## config.mk

```make
export PLATFORM = sky130hd
export DESIGN_NAME = pipe_hazard_ctrl
export DESIGN_NICKNAME = d
export VERILOG_FILES = /design/src/rtl/pipe_ctrl_pkg.sv /design/src/rtl/hazard_detect.sv /design/src/rtl/pipe_hazard_ctrl.sv
export SDC_FILE = /design/constraint.sdc
export NUM_CORES = 1
export LEC_CHECK = 0
export CORE_AREA = 4 4 71 73
export DETAILED_ROUTE_END_ITERATION = 8
export DIE_AREA = 0 0 75 77
export PLACE_DENSITY = 0.88
export SYNTH_ARGS = -nofsm -noshare
export SYNTH_HDL_FRONTEND = slang
export SYNTH_SLANG_ARGS = --single-unit
export TNS_END_PERCENT = 5
```

## constraint.sdc

```tcl
create_clock -name clk -period 5.05 [get_ports clk]
set_input_delay 1.2625 -clock clk [delete_from_list [all_inputs] [get_ports clk]]
set_output_delay 1.2625 -clock clk [all_outputs]
set_load 0.1 [all_outputs]
```

## src/rtl/pipe_ctrl_pkg.sv

```systemverilog
// rtl/pipe_ctrl_pkg.sv - shared encodings and defaults for the ID/EX hazard controller
package pipe_ctrl_pkg;

  localparam logic [1:0] WB_ALU = 2'b00;
  localparam logic [1:0] WB_MEM = 2'b01;
  localparam logic [1:0] WB_PC  = 2'b10;
  localparam logic [1:0] WB_FPU = 2'b11;

  localparam int FP_LAT_DEFAULT = 4;
  localparam int FP_CNT_W       = 4;

  typedef logic [FP_CNT_W-1:0] fp_cnt_t;

  typedef enum logic {
    RUN  = 1'b0,
    BUSY = 1'b1
  } fsm_e;

endpackage

```

## src/rtl/hazard_detect.sv

```systemverilog
// rtl/hazard_detect.sv - load-use RAW hazard detection between EX and ID
module hazard_detect
  import pipe_ctrl_pkg::*;
(
  input  logic       ex_rwrite_i,
  input  logic       ex_float_i,
  input  logic [1:0] ex_wbsrc_i,
  input  logic [4:0] ex_dst_i,
  input  logic [4:0] id_rs_i,
  input  logic [4:0] id_rt_i,
  input  logic       id_use_rs_i,
  input  logic       id_use_rt_i,
  input  logic       id_float_src_i,
  output logic       load_use_o
);

  logic same_file;
  logic dst_real;
  logic src_match;

  assign same_file = (ex_float_i == id_float_src_i);
  // Integer $zero is hardwired, but FP f0 is a real register and must hazard.
  assign dst_real  = ex_float_i | (ex_dst_i != 5'd0);
  assign src_match = (id_use_rs_i & (id_rs_i == ex_dst_i)) |
                     (id_use_rt_i & (id_rt_i == ex_dst_i));

  assign load_use_o = ex_rwrite_i & (ex_wbsrc_i == WB_MEM) & same_file & dst_real & src_match;

endmodule

```

## src/rtl/pipe_hazard_ctrl.sv

```systemverilog
// rtl/pipe_hazard_ctrl.sv - ID/EX interlock: load-use bubbles, multi-cycle FP holds, branch flush
module pipe_hazard_ctrl
  import pipe_ctrl_pkg::*;
#(
  parameter int FP_LAT = FP_LAT_DEFAULT,
  parameter int CNT_W  = 32
) (
  input  logic             clk,
  input  logic             rst,
  input  logic [4:0]       id_rs,
  input  logic [4:0]       id_rt,
  input  logic             id_use_rs,
  input  logic             id_use_rt,
  input  logic             id_float_src,
  input  logic             ex_rwrite,
  input  logic             ex_float,
  input  logic [1:0]       ex_wbsrc,
  input  logic [4:0]       ex_dst,
  input  logic             ex_multi,
  input  logic             ex_branch_taken,
  output logic             pc_hold,
  output logic             ifid_hold,
  output logic             ifid_flush,
  output logic             idex_hold,
  output logic             idex_bubble,
  output logic             fp_busy,
  output logic             fp_done,
  output logic [CNT_W-1:0] stall_count
);

  // The entry cycle is already a hold, so BUSY counts the remaining FP_LAT-2 holds.
  localparam fp_cnt_t CNT_INIT = fp_cnt_t'(FP_LAT - 2);

  fsm_e             state_q, state_d;
  fp_cnt_t          cnt_q, cnt_d;
  logic [CNT_W-1:0] stall_q;
  logic             load_use;

  hazard_detect u_hazard_detect (
    .ex_rwrite_i    (ex_rwrite),
    .ex_float_i     (ex_float),
    .ex_wbsrc_i     (ex_wbsrc),
    .ex_dst_i       (ex_dst),
    .id_rs_i        (id_rs),
    .id_rt_i        (id_rt),
    .id_use_rs_i    (id_use_rs),
    .id_use_rt_i    (id_use_rt),
    .id_float_src_i (id_float_src),
    .load_use_o     (load_use)
  );

  always_ff @(posedge clk) begin
    if (rst) begin
      state_q <= RUN;
      cnt_q   <= '0;
    end else begin
      state_q <= state_d;
      cnt_q   <= cnt_d;
    end
  end

  always_comb begin
    state_d = state_q;
    cnt_d   = cnt_q;
    case (state_q)
      RUN: begin
        if (!ex_branch_taken && ex_multi) begin
          state_d = BUSY;
          cnt_d   = CNT_INIT;
        end
      end
      BUSY: begin
        if (cnt_q != '0) begin
          cnt_d = cnt_q - fp_cnt_t'(1);
        end else begin
          state_d = RUN;
        end
      end
      default: state_d = RUN;
    endcase
  end

  always_comb begin
    pc_hold     = 1'b0;
    ifid_hold   = 1'b0;
    ifid_flush  = 1'b0;
    idex_hold   = 1'b0;
    idex_bubble = 1'b0;
    fp_busy     = 1'b0;
    fp_done     = 1'b0;
    if (!rst) begin
      case (state_q)
        RUN: begin
          if (ex_branch_taken) begin
            ifid_flush  = 1'b1;
            idex_bubble = 1'b1;
          end else if (ex_multi) begin
            pc_hold   = 1'b1;
            ifid_hold = 1'b1;
            idex_hold = 1'b1;
          end else if (load_use) begin
            pc_hold     = 1'b1;
            ifid_hold   = 1'b1;
            idex_bubble = 1'b1;
          end
        end
        BUSY: begin
          fp_busy = 1'b1;
          if (cnt_q != '0) begin
            pc_hold   = 1'b1;
            ifid_hold = 1'b1;
            idex_hold = 1'b1;
          end else begin
            fp_done = 1'b1;
          end
        end
        default: ;
      endcase
    end
  end

  always_ff @(posedge clk) begin
    if (rst) begin
      stall_q <= '0;
    end else if (pc_hold && (stall_q != {CNT_W{1'b1}})) begin
      stall_q <= stall_q + CNT_W'(1);
    end
  end

  assign stall_count = stall_q;

endmodule
```

==> results.md <==
- Yosys top cell area share: 0.349
- Root Driver: clkbuf_8
- Synth Register Bits: 37
- Setup CP Type: in -> out
- GPL Wtd Cong: 0.826
- Final Cell Area: 2920 um^2
- Cell Pwr Density: 216 nW/um^2
- Final core utilization: 0.670
- FF-to-FF setup slack: 2.45 ns
- Worst-Margin Slew: 0.998 ns
- Most frequent cells in the layout: clkdlybuf4s50_1 (57), dfxtp_1 (37), nand2_1 (28)
- IO Pins: 65
- Hold Crit Class: reg -> reg
- DP HPWL: 3970 um
- Initial antenna violation count: 0
- Post-DP Area: 2840 um^2
- Row count: 24
- Via density: 5.81
- Final cycle utilization of the critical path: 0.853
- Lkg Pwr: 0.990 nW
- Top Layer Used: met4
- Clock sinks: 37
- Avg WL per Cell: 14.1 um
- Die width: 75 um
- Synthesized instance count: 258
- Vias in the first global route: 1985
- HP Start: stall_count[31]$_SDFFE_PP0P_
- Run status: finished clean
- Total track usage: 0.190
- Yosys synthesis warning count: 0
- DR iter-0 viols: 166
- Multi-input combinational cell area: 1280 um^2
- Diode count: 0
- Synth cell types: 49
- Area contributors post-synth: dfxtp_1 (35%), a21oi_1 (5.7%), nand2_1 (5.0%)
- H-Tree Level Count: 2
- Via count: 2173
- WP data arrival: 3.04 ns
- Largest area contributor in the netlist: dfxtp_1
- ANT nets after route: 0
- Worst R2R End: stall_count[25]$_SDFFE_PP0P_
- Post-CTS setup buffers: 0
- Layout overhead on the synthesized area: 37.5%
- Total gr overflow: 0
- Cts bufs inserted: 5
- First-pass GRT wire length: 8670 um
- Inst Count DP: 366
- Final Skew: 0.00433 ns
- FF+latch area: 741 um^2
- Fin. max-slew vios: 0
- Number of cells on the worst hold path: 2
- Syn avg cell area: 8.22 um^2
- TNS Setup: 0 ns
- Max FO, Critical Path: 13
- DRC viols: 0
- Fmax: 0.232 GHz
- Post-CTS Resized: 0
- Crit path time final: 4.31 ns
- Layout cells sized above 1: 0.0807
- RSZ-0062 raised after global routing: no
- Worst skew pair latency: 0.29 ns
- Max Cap Viol: 0
- M1 WL: 2100 um
- Die ar.: 5780 um^2
- Rel. slew slack: 0.332
- Clk slew on worst S/H paths: 0.07 ns
- Core area: 4350 um^2
- Synthesized area: 2120 um^2
- Cells on worst reg2reg path: 8
- DR WL met3: 466 um
- PortBufs: 64
- Final number of setup-violating endpoints: 0
- Fillcell total: 358
- Hold Worst Slack: 0.495 ns
- Maximum vdd drop: 0.107 mV
- Nets: 350
- Non-Filler Instances: 374
- Met2 WL post-DR: 2600 um
- CTS max path bufs: 2
- Commonest non-fill, non-tap cell in the layout: clkdlybuf4s50_1
- Largest net degree at the start of global routing: 34
- RR Startpoint: cnt_q[0]$_SDFFE_PP0P_
- Startpoint types: input pin
- Die H: 77 um
- Final wirelength: 5280 um
- Initial DRT Pass Iterations: 4
- Final Hold Vio Count: 0
- Initial cell density of the core: 0.487
- Post-synthesis net count: 287
- Hold path endpoint: stall_count[31]$_SDFFE_PP0P_
- Post-synthesis sequential area ratio: 0.349
- Critical Path End Type: primary output
- CP required: 3.79 ns
- Hold Buf Count CTS: 0
- CTS tree: yes
-- flip-flops by register name, indices dropped and copies added, names as in the netlist --
name         cells
stall_count     32
cnt_q            4
state_q          1
-- layout make-up --
cell class | instances | share of cell area
Inverter | 9 | 0.0116
Multi-Input combinational cell | 202 | 0.440
Tap cell | 52 | 0.0223
Sequential cell | 37 | 0.254
Clock buffer | 8 | 0.0274
Timing Repair Buffer | 66 | 0.244
-- worst max-delay path by stage --
stage | startpoint | slack [ns] | end
after floorplan | rst | 0.03 | fp_done
after global placement | id_float_src | 0.77 | pc_hold
after detailed placement | id_float_src | 0.72 | ifid_hold
after CTS | id_float_src | 0.72 | ifid_hold
after global routing | id_float_src | 0.64 | ifid_hold
final | id_float_src | 0.74 | ifid_hold
-- synth_stat cells, drive strengths merged --
| cell type | number |
|---|---|
| and3 | 10 |
| o31ai | 10 |
| o21ai | 12 |
| o211ai | 1 |
| nand2 | 28 |
| o22ai | 1 |
| buf | 6 |
| or4 | 12 |
| or2 | 1 |
| nand4 | 8 |
| o41ai | 1 |
| xnor2 | 12 |
| inv | 8 |
| a31o | 1 |
| dfxtp | 37 |
| nor4 | 4 |
| nand2b | 1 |
| and2 | 3 |
| or3 | 11 |
| and4bb | 1 |
| a211o | 1 |
| clkbuf | 4 |
| nor2 | 16 |
| nor3 | 9 |
| and4 | 4 |
| nor2b | 3 |
| o311ai | 1 |
| mux2i | 3 |
| a21oi | 25 |
| nand3 | 9 |
| a31oi | 2 |
| o221ai | 1 |
| or4b | 1 |
| mux2 | 3 |
| xor2 | 3 |
| ha | 3 |
| clkinv | 1 |
| a311oi | 1 |
-- layer usage --
layer  global-route usage  up-vias
met4               0.0801        0
met5                    0        -
met2                0.317       90
met1                0.211      983
met3               0.0693       10
li1                     -     1090
-- worst max-delay path: stages --
cell and delay [ns]:
clkdlybuf4s50_1 0.44, xor2_1 0.17, nor3_1 0.29, and2_1 0.20, a31oi_1 0.08, buf_4 0.18, inv_1 0.20, buf_12 0.21
-- cell families (layout without fill, tap and decap cells) --
group	count (synthesis)	count (layout)	share of synthesized area
AOI/OAI and AO/OA	57	57	0.166
xor gates and xnor gates	15	15	0.0619
adders and majority gates	3	3	0.0177
buffers and inverters	19	83	0.0478
DFF	37	37	0.349
muxes	6	6	0.0301
and+or+nand+nor	121	121	0.328
-- where the power goes --
part	switching (mW)	internal (mW)	total [mW]
Sequential	0.00555	0.297	0.302
Clock	0.102	0.0981	0.200
Combinational	0.0740	0.0531	0.127
Total	0.182	0.448	0.629
-- per-stage QoR --
step | setup slack [ns] | power, mW
floorplan | 0.0328 | 0.388
global placement | 0.768 | 0.433
global route | 0.636 | 0.656
detailed placement | 0.718 | 0.436
CTS | 0.720 | 0.634
finish | 0.743 | 0.629
Power figures use the tool's default switching activity.
==> RTL edit 1, RTL diff (same settings) <==
Put one more register stage on the output `stall_count`, with the module's reset. The value now appears one clock later. The other outputs are not delayed to match.
--- a/src/rtl/pipe_hazard_ctrl.sv
+++ b/src/rtl/pipe_hazard_ctrl.sv
@@ -128,5 +128,11 @@
   end
 
-  assign stall_count = stall_q;
+  always_ff @(posedge clk) begin
+    if (rst) begin
+      stall_count <= '0;
+    end else begin
+      stall_count <= stall_q;
+    end
+  end
 
 endmodule
Function: changed (a bounded check fails within 4 cycles, from zero or initial values and one cycle with rst high).
==> RTL edit 1 against the original RTL <==
- cell area increased by 27%
- hold slack got worse by 0.026 ns
- count of clock-buffer cells in the layout increased by 4
- clock power increased by 150%
- area after synthesis increased by 33%
- total power increased by 84%
- routed wire length increased by 21%
- setup slack got worse by 0.14 ns
- sequential cell count increased by 32
- register-to-register slack got worse by 0.30 ns
==> RTL edit 1: results (changes against the original RTL) <==
| Result | Reported | vs unedited |
|:---|:---|:---|
| Status | finished, final reports clean |  |
| Register share of total power | 47.8% | -0.2 points |
| Number of CTS-inserted buffers | 9 | +4 |
| Global router's overall resource usage | 23.50% | +4.5 points |
| Net count of the mapped netlist | 334 | +16% |
| Number of DRC markers in iteration 0 | 138 | -17% |
| Maximum number of pins on one net before global-route repair | 56 | +65% |
| Placer Congestion | 0.8878 | +7.5% |
| Worst R2R Path Depth | 6 | -2 |
| Routed wire per std cell | 15.02 um | +6.5% |
| Footprint of the multi-input gates | 1340 um^2 | +4.3% |
| List of most frequent post-synthesis cells | sky130_fd_sc_hd__dfxtp_1 (69), sky130_fd_sc_hd__nor2_1 (48), sky130_fd_sc_hd__nor2b_1 (28), sky130_fd_sc_hd__xor2_1 (24), sky130_fd_sc_hd__nand4_1 (18) |  |
| Hold Worst Slack | 0.4689 ns | -0.02626 ns |
| Fin nets | 398 | +14% |
| Clock group | 496 uW | +150% |
| Fill cell instance count of the final layout | 239 | -33% |
| Clock insertion delay at the later pin of the skew report | 0.33 ns | +0.04 ns |
| Crit-path max FO | 17 | +4 |
| Layout cell share with drive strength beyond 1 | 9.893% | +1.8 points |
| Placement Cell Area | 3495 um^2 | +23% |
| Worst Setup SP | ex_dst[4] |  |
| Routed vias | 2380 | +9.5% |
| Netlist cell types | 37 | -24% |
| Reg-to-reg setup timing slack | 2.15 ns | -0.30 ns |
| Startpoint of the worst register-to-register path | stall_q[11]$_SDFFE_PP0P_ |  |
| CP peak stage delay | 0.47 ns | +0.03 ns |
[RTL edit 1: metal layers]
layer	share of wire [%]	track usage, %
met2	48	37.46
met1	40	28.34
met4	1.6	10.85
met5	0	0
met3	11	7.190
[RTL edit 1: cell families after synthesis]
kind of cell	count (synthesis)	share of synthesized area (%)
DFF	69	49.02
buffers and inverters	22	3.597
adders and majority gates	3	1.332
muxes	10	3.996
and+or+nand+nor	158	29.26
xor gates and xnor gates	31	9.636
AOI/OAI and AO/OA	12	3.153
[RTL edit 1: area by class of cell]
type                            count  area share [%]
Clock buffer                       12           4.171
Clock inverter                      4           1.884
Inverter                            8          0.8073
Multi-Input combinational cell    214           36.02
Sequential cell                    69           37.13
Tap cell                           52           1.749
Timing Repair Buffer               67           18.23
[RTL edit 1: per-stage QoR]
| stage | cells | setup TNS (ns) |
|---|---|---|
| after global placement | 410 | 0 |
| after global routing | 426 | 0 |
| after CTS | 426 | 0 |
| after floorplan | 305 | -0.1048 |
| after detailed placement | 410 | 0 |
| final | 426 | 0 |
==> RTL edit 2, RTL diff (same flow settings) <==
Without the edit above. Change the parameter `CNT_W` from 32 to 40.
--- a/src/rtl/pipe_hazard_ctrl.sv
+++ b/src/rtl/pipe_hazard_ctrl.sv
@@ -4,5 +4,5 @@
 #(
   parameter int FP_LAT = FP_LAT_DEFAULT,
-  parameter int CNT_W  = 32
+  parameter int CNT_W  = 40
 ) (
   input  logic             clk,
Ports: changed (resized stall_count); port bits go from 65 to 73. The function was not compared with the original's and may differ.
==> RTL edit 2 against the original RTL <==
- setup slack got worse by 0.062 ns
- sequential cell count rose by 8
- total power up 24%
- area after synthesis grew 24%
- clock skew is 0.0035 ns higher
- die area unchanged
- count of clock-buffer cells in the layout down 1
- routed wire length rose by 30%
- cell area up 21%
- critical path depth decreased by 1
- register-to-register slack lost 0.28 ns
- synthesized cell count increased by 23%
==> RTL edit 2: results (changes against the original RTL) <==
| Result | Reported | vs unedited |
|:---|:---|:---|
| Net count of the mapped netlist | 346 | +21% |
| Int Pwr | 576.3 uW | +29% |
| Root Buffer Master | sky130_fd_sc_hd__clkbuf_8 |  |
| Class of the tightest hold or removal check | reg -> reg |  |
| DR pass1 iterations | 5 | +1 |
| Placer Congestion | 0.8320 | +0.71% |
| Reg-to-reg setup timing slack | 2.17 ns | -0.28 ns |
| CP Data Arrival Time | 3.11 ns | +0.07 ns |
| Max-Slew Margin vs Limit | 32.69% | -0.55 points |
| Yosys synthesis warning count | 0 | unchanged |
| Max IR drop VDD | 0.1795 mV | +68% |
| Cell types with the largest area share after synthesis | sky130_fd_sc_hd__dfxtp_1 (34%), sky130_fd_sc_hd__or4_1 (6.8%), sky130_fd_sc_hd__o31ai_1 (6.6%) |  |
| Global router's overall resource usage | 25.41% | +6.4 points |
| Number of global-route vias before repair | 2670 | +35% |
| Crit-path max FO | 3 | -10 |
| Worst hold path startpoint | cnt_q[0]$_SDFFE_PP0P_ |  |
| Startpoint of the worst register-to-register path | stall_count[4]$_SDFFE_PP0P_ |  |
| Max reg flops | 40 | +25% |
| Count of buffers inserted at the top-level ports | 72 | +13% |
| Layout cell share with drive strength beyond 1 | 8.488% | +0.41 points |
| Post-DP HPWL | 4913 um | +24% |
| Netlist cell types | 40 | -18% |
| Worst R2R Path Depth | 7 | -1 |
| Clk_skew | 0.007873 ns | +0.003542 ns |
| Hold Worst Slack | 0.4953 ns | +0.0001960 ns |
| Reg-to-Reg End | stall_count[35]$_SDFFE_PP0P_ |  |
| Status | finished, final reports clean |  |
| Maximum buffer depth of the clock tree | 2 | unchanged |
| First-pass GRT wire length | 11910 um | +37% |
| Number of DRC markers in iteration 0 | 166 | unchanged |
| Endpoint with the worst hold slack | cnt_q[0]$_SDFFE_PP0P_ |  |
| Register share of total power | 46.7% | -1.3 points |
| Via-to-Cell Ratio | 6.438 | +11% |
| Final wirelength | 6879 um | +30% |
| Fill cell instance count of the final layout | 304 | -15% |
| Power consumption | 783.4 uW | +24% |
| Fin nets | 405 | +16% |
| Post-synthesis sequential area ratio | 34.22% | -0.69 points |
| List of most frequent post-synthesis cells | sky130_fd_sc_hd__dfxtp_1 (45), sky130_fd_sc_hd__a21oi_1 (27), sky130_fd_sc_hd__or4_1 (24), sky130_fd_sc_hd__o31ai_1 (23), sky130_fd_sc_hd__nand2_1 (20) |  |
| Part of the total power dissipated in combinational logic | 17.8% | -2.4 points |
| Leak Pwr | 1.100 nW | +11% |
| Maximum number of pins on one net before global-route repair | 73 | +110% |
| Number of remaining DRC errors | 0 | unchanged |
==> RTL edit 2: cell types whose count changed after synthesis, moves of 6 or more <==
cell and change:
sky130_fd_sc_hd__or3_1 -6, sky130_fd_sc_hd__buf_4 +7, sky130_fd_sc_hd__nor4_1 +6, sky130_fd_sc_hd__nand4_1 +8
sky130_fd_sc_hd__or4_1 +13, sky130_fd_sc_hd__nand3_1 +11, sky130_fd_sc_hd__o31ai_1 +13, sky130_fd_sc_hd__and3_1 -6
sky130_fd_sc_hd__dfxtp_1 +8, sky130_fd_sc_hd__nor2b_1 +6, sky130_fd_sc_hd__nand2_1 -8
==> RTL edit 2: critical path: stages <==
cell,delay (ns)
sky130_fd_sc_hd__clkdlybuf4s50_1,0.47
sky130_fd_sc_hd__or4_1,0.55
sky130_fd_sc_hd__o21ai_1,0.20
sky130_fd_sc_hd__a211oi_2,0.13
sky130_fd_sc_hd__a31oi_4,0.15
sky130_fd_sc_hd__inv_1,0.15
sky130_fd_sc_hd__buf_12,0.20
==> RTL edit 2: kinds of logic after synthesis <==
family                   Yosys count  synth area share, %
AO/OA/AOI/OAI                     75                19.53
XOR/XNOR                          12                3.992
adder cells (fa/ha/maj)            3                1.426
buffers and inverters             33                6.036
flip-flops                        45                34.22
multiplexers                       7                2.994
AND/OR/NAND/NOR                  142                31.80
==> RTL edit 2: layer usage <==
metal	track usage, %	part of all wire (%)	routed length, um
met1	31.44	41	2842
met2	43.12	51	3505
met3	6.797	6.7	463
met4	5.694	0.99	68
met5	0	0	0
==> RTL edit 2: through the flow <==
step | cells | setup TNS, ns | area, um^2 | util, % | setup WS, ns
final | 429 | 0 | 3522 | 80.89 | 0.6807
after global routing | 429 | 0 | 3522 | 80.89 | 0.6065
after CTS | 429 | 0 | 3522 | 80.89 | 0.6819
after detailed placement | 421 | 0 | 3406 | 78.22 | 0.6819
after global placement | 421 | 0 | 3406 | 78.22 | 0.7316
after floorplan | 317 | -0.2197 | 2640 | - | -0.1143
==> RTL edit 2: worst max path at each step <==
stage              start        end  cells after the start
2_1_floorplan   ex_multi    pc_hold                      8
3_3_place_gp   ex_dst[0]    pc_hold                      7
3_5_place_dp   ex_dst[0]  ifid_hold                      7
4_1_cts        ex_dst[0]  ifid_hold                      7
5_1_grt        ex_dst[0]  ifid_hold                      7
6_report       ex_dst[0]  ifid_hold                      7
==> RTL edit 2: final cells by class <==
cell class	instances	area (um^2)	share of cell area, %
Multi-Input combinational cell	239	1585	45.01
Inverter	9	33.78	0.9591
Clock buffer	7	86.33	2.451
Clock inverter	1	30.03	0.8526
Sequential cell	45	900.9	25.58
Tap cell	52	65.06	1.847
Timing Repair Buffer	76	820.8	23.30
